### config.mk
export PLATFORM = sky130hd
export DESIGN_NAME = dual_issue_scheduler
export DESIGN_NICKNAME = d
export VERILOG_FILES = /design/src/rtl/dual_issue_scheduler.sv
export SDC_FILE = /design/constraint.sdc
export NUM_CORES = 1
export LEC_CHECK = 0
export CORE_UTILIZATION = 45
export DETAILED_ROUTE_END_ITERATION = 16
export DONT_BUFFER_PORTS = 1
export MAX_ROUTING_LAYER = met4
export PLACE_DENSITY = 0.66
export SETUP_SLACK_MARGIN = 0.02
export SYNTH_ARGS = -nofsm -noshare
export SYNTH_HDL_FRONTEND = slang
export SYNTH_SLANG_ARGS = --single-unit
### constraint.sdc
create_clock -name clk -period 2.8 [get_ports clk]
set_clock_uncertainty 0.2 [all_clocks]
set_input_delay 0.7 -clock clk [delete_from_list [all_inputs] [get_ports clk]]
set_output_delay 0.7 -clock clk [all_outputs]
set_load 0.05 [all_outputs]
### src/rtl/dual_issue_scheduler.sv
// -----------------------------------------------------------------------------
// dual_issue_scheduler
//
// Issue stage for a two-wide in-order RV32I pipeline. Each cycle it looks at
// the two oldest instructions in the fetch buffer. It then does one of three
// things:
//   - issues both instructions,
//   - issues only the oldest one, or
//   - stalls.
// The choice depends on pairwise hazards, execute-stage backpressure and a
// one-entry load-use scoreboard.
//
// Parameters
//   LOAD_LATENCY        cycles a LOAD result is unavailable after issue (1-7)
//
// Ports
//   clk                 sole clock, rising edge
//   rst                 synchronous, active-high reset
//   nothing_filled      fetch buffer is empty
//   instruction0        oldest buffered instruction
//   instruction1        next instruction, 32'h0 marks an empty slot
//   exec_ready          execute stage accepts an issue this cycle
//   freeze1             (comb) fetch buffer must hold, nothing issues
//   freeze2             (comb) the stall is caused by backpressure
//   dependency_on_ins2  (comb) only instruction0 issues, buffer slides by one
//   issue0_valid/instr  (reg) lane-0 issue, always carries instruction0
//   issue1_valid/instr  (reg) lane-1 issue, carries instruction1 on dual issue
// -----------------------------------------------------------------------------
module dual_issue_scheduler #(
    parameter int unsigned LOAD_LATENCY = 3
) (
    input  logic        clk,
    input  logic        rst,
    input  logic        nothing_filled,
    input  logic [31:0] instruction0,
    input  logic [31:0] instruction1,
    input  logic        exec_ready,
    output logic        freeze1,
    output logic        freeze2,
    output logic        dependency_on_ins2,
    output logic        issue0_valid,
    output logic [31:0] issue0_instr,
    output logic        issue1_valid,
    output logic [31:0] issue1_instr
);

    localparam logic [6:0] OP_LUI    = 7'b0110111;
    localparam logic [6:0] OP_AUIPC  = 7'b0010111;
    localparam logic [6:0] OP_JAL    = 7'b1101111;
    localparam logic [6:0] OP_JALR   = 7'b1100111;
    localparam logic [6:0] OP_BRANCH = 7'b1100011;
    localparam logic [6:0] OP_LOAD   = 7'b0000011;
    localparam logic [6:0] OP_STORE  = 7'b0100011;
    localparam logic [6:0] OP_IMM    = 7'b0010011;
    localparam logic [6:0] OP_OP     = 7'b0110011;

    // A write to x0 is discarded, so it never counts as a destination.
    function automatic logic writes_rd(input logic [31:0] ins);
        case (ins[6:0])
            OP_LUI, OP_AUIPC, OP_JAL, OP_JALR,
            OP_LOAD, OP_IMM, OP_OP:          writes_rd = (ins[11:7] != 5'd0);
            default:                         writes_rd = 1'b0;
        endcase
    endfunction

    function automatic logic reads_rs1(input logic [31:0] ins);
        case (ins[6:0])
            OP_JALR, OP_BRANCH, OP_LOAD,
            OP_STORE, OP_IMM, OP_OP:         reads_rs1 = 1'b1;
            default:                         reads_rs1 = 1'b0;
        endcase
    endfunction

    function automatic logic reads_rs2(input logic [31:0] ins);
        case (ins[6:0])
            OP_BRANCH, OP_STORE, OP_OP:      reads_rs2 = 1'b1;
            default:                         reads_rs2 = 1'b0;
        endcase
    endfunction

    function automatic logic is_mem(input logic [31:0] ins);
        is_mem = (ins[6:0] == OP_LOAD) || (ins[6:0] == OP_STORE);
    endfunction

    function automatic logic is_ctrl(input logic [31:0] ins);
        is_ctrl = (ins[6:0] == OP_BRANCH) || (ins[6:0] == OP_JAL) ||
                  (ins[6:0] == OP_JALR);
    endfunction

    // Load scoreboard: destination of the most recent load and the cycles left
    // before its result can be consumed.
    logic [4:0]  pending_rd_q, pending_rd_d;
    logic [2:0]  load_cnt_q,   load_cnt_d;

    logic        issue0_valid_q, issue0_valid_d;
    logic [31:0] issue0_instr_q, issue0_instr_d;
    logic        issue1_valid_q, issue1_valid_d;
    logic [31:0] issue1_instr_q, issue1_instr_d;

    logic load_pending;
    assign load_pending = (load_cnt_q != 3'd0);

    // An instruction touches the busy register if it reads it, or if it
    // writes it. pending_rd is never x0 while a load is pending, so the x0
    // guard only matters for the reads.
    function automatic logic touches_busy(input logic [31:0] ins,
                                          input logic        pend,
                                          input logic [4:0]  prd);
        touches_busy = pend && (
            (reads_rs1(ins) && ins[19:15] != 5'd0 && ins[19:15] == prd) ||
            (reads_rs2(ins) && ins[24:20] != 5'd0 && ins[24:20] == prd) ||
            (writes_rd(ins) && ins[11:7] == prd));
    endfunction

    logic ins0_stall;
    logic pair_conflict;

    assign ins0_stall = touches_busy(instruction0, load_pending, pending_rd_q) ||
                        (is_mem(instruction0) && load_pending);

    assign pair_conflict =
        (writes_rd(instruction0) && (
            (reads_rs1(instruction1) && instruction1[19:15] == instruction0[11:7]) ||
            (reads_rs2(instruction1) && instruction1[24:20] == instruction0[11:7]) ||
            (writes_rd(instruction1) && instruction1[11:7]  == instruction0[11:7]))) ||
        is_ctrl(instruction0) ||
        (is_mem(instruction0) && is_mem(instruction1)) ||
        touches_busy(instruction1, load_pending, pending_rd_q);

    logic issue0, issue1;

    // NOTE: every signal assigned in this block gets a default first, so no
    // path leaves it unassigned and no latch is inferred.
    always_comb begin
        freeze1            = 1'b0;
        freeze2            = 1'b0;
        dependency_on_ins2 = 1'b0;
        issue0             = 1'b0;
        issue1             = 1'b0;
        if (rst || nothing_filled) begin
            // Idle: all controls low, nothing issues.
        end else if (!exec_ready) begin
            freeze1 = 1'b1;
            freeze2 = 1'b1;
        end else if (ins0_stall) begin
            freeze1 = 1'b1;
        end else if (instruction1 == 32'h0) begin
            issue0 = 1'b1;
        end else if (pair_conflict) begin
            dependency_on_ins2 = 1'b1;
            issue0             = 1'b1;
        end else begin
            issue0 = 1'b1;
            issue1 = 1'b1;
        end
    end

    always_comb begin
        issue0_valid_d = issue0;
        issue0_instr_d = issue0 ? instruction0 : 32'h0;
        issue1_valid_d = issue1;
        issue1_instr_d = issue1 ? instruction1 : 32'h0;

        // Two loads can never dual issue (single memory port), so checking
        // lane 0 first covers every case.
        pending_rd_d = pending_rd_q;
        load_cnt_d   = load_pending ? load_cnt_q - 3'd1 : 3'd0;
        if (issue0 && instruction0[6:0] == OP_LOAD && instruction0[11:7] != 5'd0) begin
            pending_rd_d = instruction0[11:7];
            load_cnt_d   = 3'(LOAD_LATENCY);
        end else if (issue1 && instruction1[6:0] == OP_LOAD && instruction1[11:7] != 5'd0) begin
            pending_rd_d = instruction1[11:7];
            load_cnt_d   = 3'(LOAD_LATENCY);
        end
    end

    // NOTE: sequential state uses non-blocking assignments so every register
    // samples the pre-edge value of every other register.
    always_ff @(posedge clk) begin
        if (rst) begin
            issue0_valid_q <= 1'b0;
            issue0_instr_q <= 32'h0;
            issue1_valid_q <= 1'b0;
            issue1_instr_q <= 32'h0;
            pending_rd_q   <= 5'd0;
            load_cnt_q     <= 3'd0;
        end else begin
            issue0_valid_q <= issue0_valid_d;
            issue0_instr_q <= issue0_instr_d;
            issue1_valid_q <= issue1_valid_d;
            issue1_instr_q <= issue1_instr_d;
            pending_rd_q   <= pending_rd_d;
            load_cnt_q     <= load_cnt_d;
        end
    end

    assign issue0_valid = issue0_valid_q;
    assign issue0_instr = issue0_instr_q;
    assign issue1_valid = issue1_valid_q;
    assign issue1_instr = issue1_instr_q;

endmodule

## Yosys cells after proc, flatten, opt, wreduce, memory -nomap -nowiden

Cells that the tools add are included.

| storage, ports and cells | value |
|---|---|
| input bits | 68 |
| logic and storage cells | 122 |
| flip-flop bits (word level) | 74 |
| output and inout port bits | 69 |

| operators by class | value |
|---|---|
| muxes and demuxes | 29 |
| reductions and logical operators | 55 |
| bitwise operators | 3 |
| equality and inequality tests | 27 |
| add/sub/neg operators | 1 |

Operators with widths:

| operator | number |
|---|---|
| equality test 5 bit | 9 |
| equality test 7 x 6 -> 1 bit, second input constant | 6 |
| equality test 7 bit, second input constant | 6 |
| logical NOT 32 bit | 1 |
| nonzero test 5 bit | 6 |
| equality test 7 x 5 -> 1 bit, second input constant | 4 |
| two-way mux 1 bit | 24 |
| logical AND 1 bit | 22 |
| logical OR 1 bit | 15 |
| equality test 7 x 2 -> 1 bit, second input constant | 2 |
| OR reduction 7 bit | 2 |
| OR reduction 6 bit | 2 |
| two-way mux 5 bit | 2 |
| two-way mux 2 bit | 3 |
| OR reduction 3 bit | 2 |
| OR reduction 2 bit | 2 |
| OR reduction 4 bit | 1 |
| inverter 1 bit | 3 |
| nonzero test 3 bit | 1 |
| subtractor 3 x 1 -> 3 bit, second input constant | 1 |
| nonzero test 2 bit | 1 |

## Logic depth before layout (Yosys ltp)

| logic depth | value |
|---|---|
| depth after elaboration | 19 |
| depth in mapped cells | 9 |

## Worst setup path before layout

OpenSTA, ideal clock, no wires.

| timing | value |
|---|---|
| kind | input to output |
| start point | in instruction0[11] |
| end point | out dependency_on_ins2 |
| arrival | 3.522 ns |
| stages on the path | 7 |
| data required time | 1.900 ns |
| path buffers | 1 |
| path slack | -1.622 ns |
| cells stage by stage | buf_2 or4_4 nor2_4 nor4_1 a21oi_2 a21oi_4 nor4b_1 |

| on the way | value |
|---|---|
| cells in the longest elaborated chain, start to end | 13 |
| elaborated cells between the ends (all ways) | 24 |
| those cells by class | 4 x eq/ne; 6 x mux; 14 x reduce/logical |

RTL lines:

| item | RTL line | RTL |
|---|---|---|
| from (decl) | 35 | `input logic [31:0] instruction0,` |
| equality test 5 bit, on equally long branches | 123, 124 |  |
| logical AND 1 bit, on equally long branches | 123, 124 |  |
| logical OR 1 bit | 123 | `(reads_rs1(instruction1) && instruction1[19:15] == instruction0[11:7]) \|\|` |
| logical OR 1 bit | 124 | `(reads_rs2(instruction1) && instruction1[24:20] == instruction0[11:7]) \|\|` |
| logical AND 1 bit | 122 | `(writes_rd(instruction0) && (` |
| logical OR 1 bit | 125 | `(writes_rd(instruction1) && instruction1[11:7] == instruction0[11:7]))) \|\|` |
| logical OR 1 bit | 126 | `is_ctrl(instruction0) \|\|` |
| logical OR 1 bit | 127 | `(is_mem(instruction0) && is_mem(instruction1)) \|\|` |
| two-way mux 1 bit | 149 | `end else if (pair_conflict) begin` |
| two-way mux 1 bit | 147 | `end else if (instruction1 == 32'h0) begin` |
| two-way mux 1 bit * | 145 | `end else if (ins0_stall) begin` |
| two-way mux 1 bit * | 142 | `end else if (!exec_ready) begin` |
| two-way mux 1 bit * | 140 | `if (rst \|\| nothing_filled) begin` |
| to (decl) | 40 | `output logic dependency_on_ins2,` |

Every way passes the cells marked *; elsewhere a longest branch is shown, timed or not.

## Worst setup path in the final report

| timing | value |
|---|---|
| start point | in instruction0[10] |
| end point | out dependency_on_ins2 |

The elaborated chain is that of the path after synthesis.

==> impl_metrics.yaml <==
synth:
  synth_warnings: 0
  synthFlopType: "dfxtp_1"
  async_flop_share_pct: 0
  synth_seq_area_share_pct: 47.5
  yosysUniqueCellTypes: 51
  syn-instance-count: 313
  synth_edf_count: 0
  synth_area_um2: 3120
  ys_seq_elements: 74
  syn-num-nets: 382
  syn_avg_cell_area_um2: 9.97
floorplanning:
  die-width_um: 85.3
  dieArea_um2: 7270
  fp-row-count: 29
  die_y_um: 85.3
  initial_core_util_pct: 47.8
  core_region_area_um2: 6530
  ios: 137
timing:
  fmax_mhz: 327
  min_period_ps: 3060
  tightest_slew_ps: 585
  period_share_pct: 109
  setup_tns_ps: -402
  drv_slew: 0
  setup_viol: 2
  setup_slack_ps: -256
  final-hold-violation-count: 0
  worst_slew_margin_rel_pct: 60.7
  grt_setup_unrepaired: "true"
pwr:
  leakage_nw: 1.42
  switching_share_pct: 25.1
  p_per_area_nw_per_um2: 620
  combPwrFrac_pct: 9.7
  p_switching_uw: 583
  total_power_mw: 2.32
  ir_drop_mv: 0.310
  clkPwrFrac_pct: 38.6
  p_seq_share_pct: 51.7
  internal_power_mw: 1.74
grt:
  grt_overflow: 0
  antenna_found_initial: 0
  track_usage_pct: 21.8
  grt_pass1_vias: 2235
  grt_max_degree: 34
  grt_pass1_wl_um: 11600
worst_setup_path:
  worstPathArrival_ps: 2160
  cp_max_fo: 7
  worstPathRequired_ps: 1900
  critical_path_class: "in -> out"
  worst_path_max_delay_cell: "or4_4"
  cp-start-kind: "input port"
  rrSetupSlack_ps: 240
  worstSetupEndpoint: "dependency_on_ins2"
  cpPeakStageDelay_ps: 530
  end_kind: "output pin"
  regToRegStartpoint: "load_cnt_q[0]$_SDFF_PP0_"
  startpoint: "instruction0[10]"
  r2r-end: "pending_rd_q[4]$_SDFFE_PP0P_"
  r2r_cells: 11
  crit_chain: "or4_4 > nor2_4 > nor4_2 > a21oi_2 > a21oi_4 > nor4b_4 > buf_12"
placement:
  io_buffers: 0
  dp_cells: 402
  dp_slack_ps: -351
  gp_congestion: 0.909
  place_hpwl_um: 5570
finish:
  insertedDiodeCount: 0
  layoutNonFillerInstCount: 418
  drive_gt1_share_pct: 23.2
  final_cell_mix: "and2_1, dfxtp_1, xnor2_1"
  synthToLayoutAreaGrowth_pct: 20.1
  fin_nets: 405
  layout_commonest_cell: "and2_1"
routing:
  dr.pass1.iters: 4
  routed_via_density: 5.50
  wl_um: 7650
  ant_nets: 0
  wl_per_cell_um: 18.3
  num_vias: 2300
  drtIter0Drc: 105
  drc_errors: 0
clock_network:
  cts_buffer_depth: 2
  cts_inserted_buffers: 9
  clockRootBuffer: "clkbuf_8"
  cts_tree: "built"
  clk_latency_ps: 350
  cts.sinks: 74
  ctsHtreeMaxLevel: 3
  clkTransAtPathRegs_ps: 70
outcome:
  outcome: "complete, but fails checks"
  violations: "negative setup slack"
run:
  cap_viol_max_count: 0
min_path:
  hold_class: "in -> reg"
## power by group through the flow
stage	Clock, mW	Combinational (mW)	Sequential [mW]
floorplan	0	0.148	1.22
global placement	0	0.189	1.22
detailed placement	0	0.190	1.22
CTS	0.913	0.197	1.20
global route	0.979	0.246	1.20
finish	0.897	0.225	1.20
## timing repair
action / in CTS / in global routing
setup buffers: 0 / 0
setup endpoints to repair: 2 / 7
hold buffers: 0 / 0
pin swaps: 5 / 12
gates resized for setup: 16 / 19
## cell families after synthesis
group           after synthesis  synth area share [%]
xor+xnor                     41                  11.5
flops                        74                  47.5
fa+ha+maj                     1                 0.401
compound gates               29                  7.58
simple gates                148                  29.3
buf+inv                      20                  3.73
## how the worst min path moves through the flow
stage | from | endpoint | depth (start not counted)
CTS | rst | load_cnt_q[1]$_SDFF_PP0_ | 1
global placement | load_cnt_q[1]$_SDFF_PP0_ | load_cnt_q[1]$_SDFF_PP0_ | 2
global route | rst | load_cnt_q[1]$_SDFF_PP0_ | 1
detailed placement | load_cnt_q[2]$_SDFF_PP0_ | load_cnt_q[1]$_SDFF_PP0_ | 2
finish | rst | load_cnt_q[1]$_SDFF_PP0_ | 1
floorplan | load_cnt_q[0]$_SDFF_PP0_ | load_cnt_q[0]$_SDFF_PP0_ | 1
## metrics by stage
step / instance area [um2] / hold slack (ps) / utilization [%]
floorplan: 3160 / 240 / -
global placement: 3380 / 263 / 51.7
detailed placement: 3380 / 288 / 51.7
CTS: 3650 / 212 / 55.8
global route: 3750 / 192 / 57.4
finish: 3750 / 215 / 57.4
## registers in the layout, indices dropped and copies added, names as in the netlist
register / flops
issue1_valid: 1
issue0_instr: 32
pending_rd_q: 5
issue1_instr: 32
issue0_valid: 1
load_cnt_q: 3
## synth_stat cells (4+ instances only)
cell     number  share of area, %
a221o_1       5               1.6
and2_1       68                14
buf_6         4               1.4
nor2_1       12               1.4
buf_2         9               1.4
dfxtp_1      74                47
inv_1         4              0.48
xor2_1       13               3.7
nand3_1      12               1.9
xnor2_1      28               7.9
nor4_1        8               1.6
nor3_1        9               1.4
nand2_1      13               1.6
## metal layers
metal / wire length [um] / up-vias / share of wire [%] / global-route usage [%]
met5: 0 / - / 0 / -
met4: 194 / 0 / 2.5 / 10.3
met3: 648 / 18 / 8.5 / 7.49
met2: 3760 / 113 / 49 / 34.1
met1: 3040 / 1063 / 40 / 25.1
li1: - / 1106 / - / -
## critical path, delay by kind of cell
kind | cells | cell delay [ps]
compound gates | 2 | 290
buf+inv | 1 | 180
simple gates | 4 | 980
## area by class of cell
type                            instances  area (um2)
Fill cell                             567        2790
Tap cell                               77        96.3
Inverter                                4        15.0
Timing Repair Buffer                   28         239
Multi-Input combinational cell        219        1690
Sequential cell                        74        1500
Clock inverter                          2        60.1
Clock buffer                           14         153
Note: power is estimated with default switching activity, not from simulation.
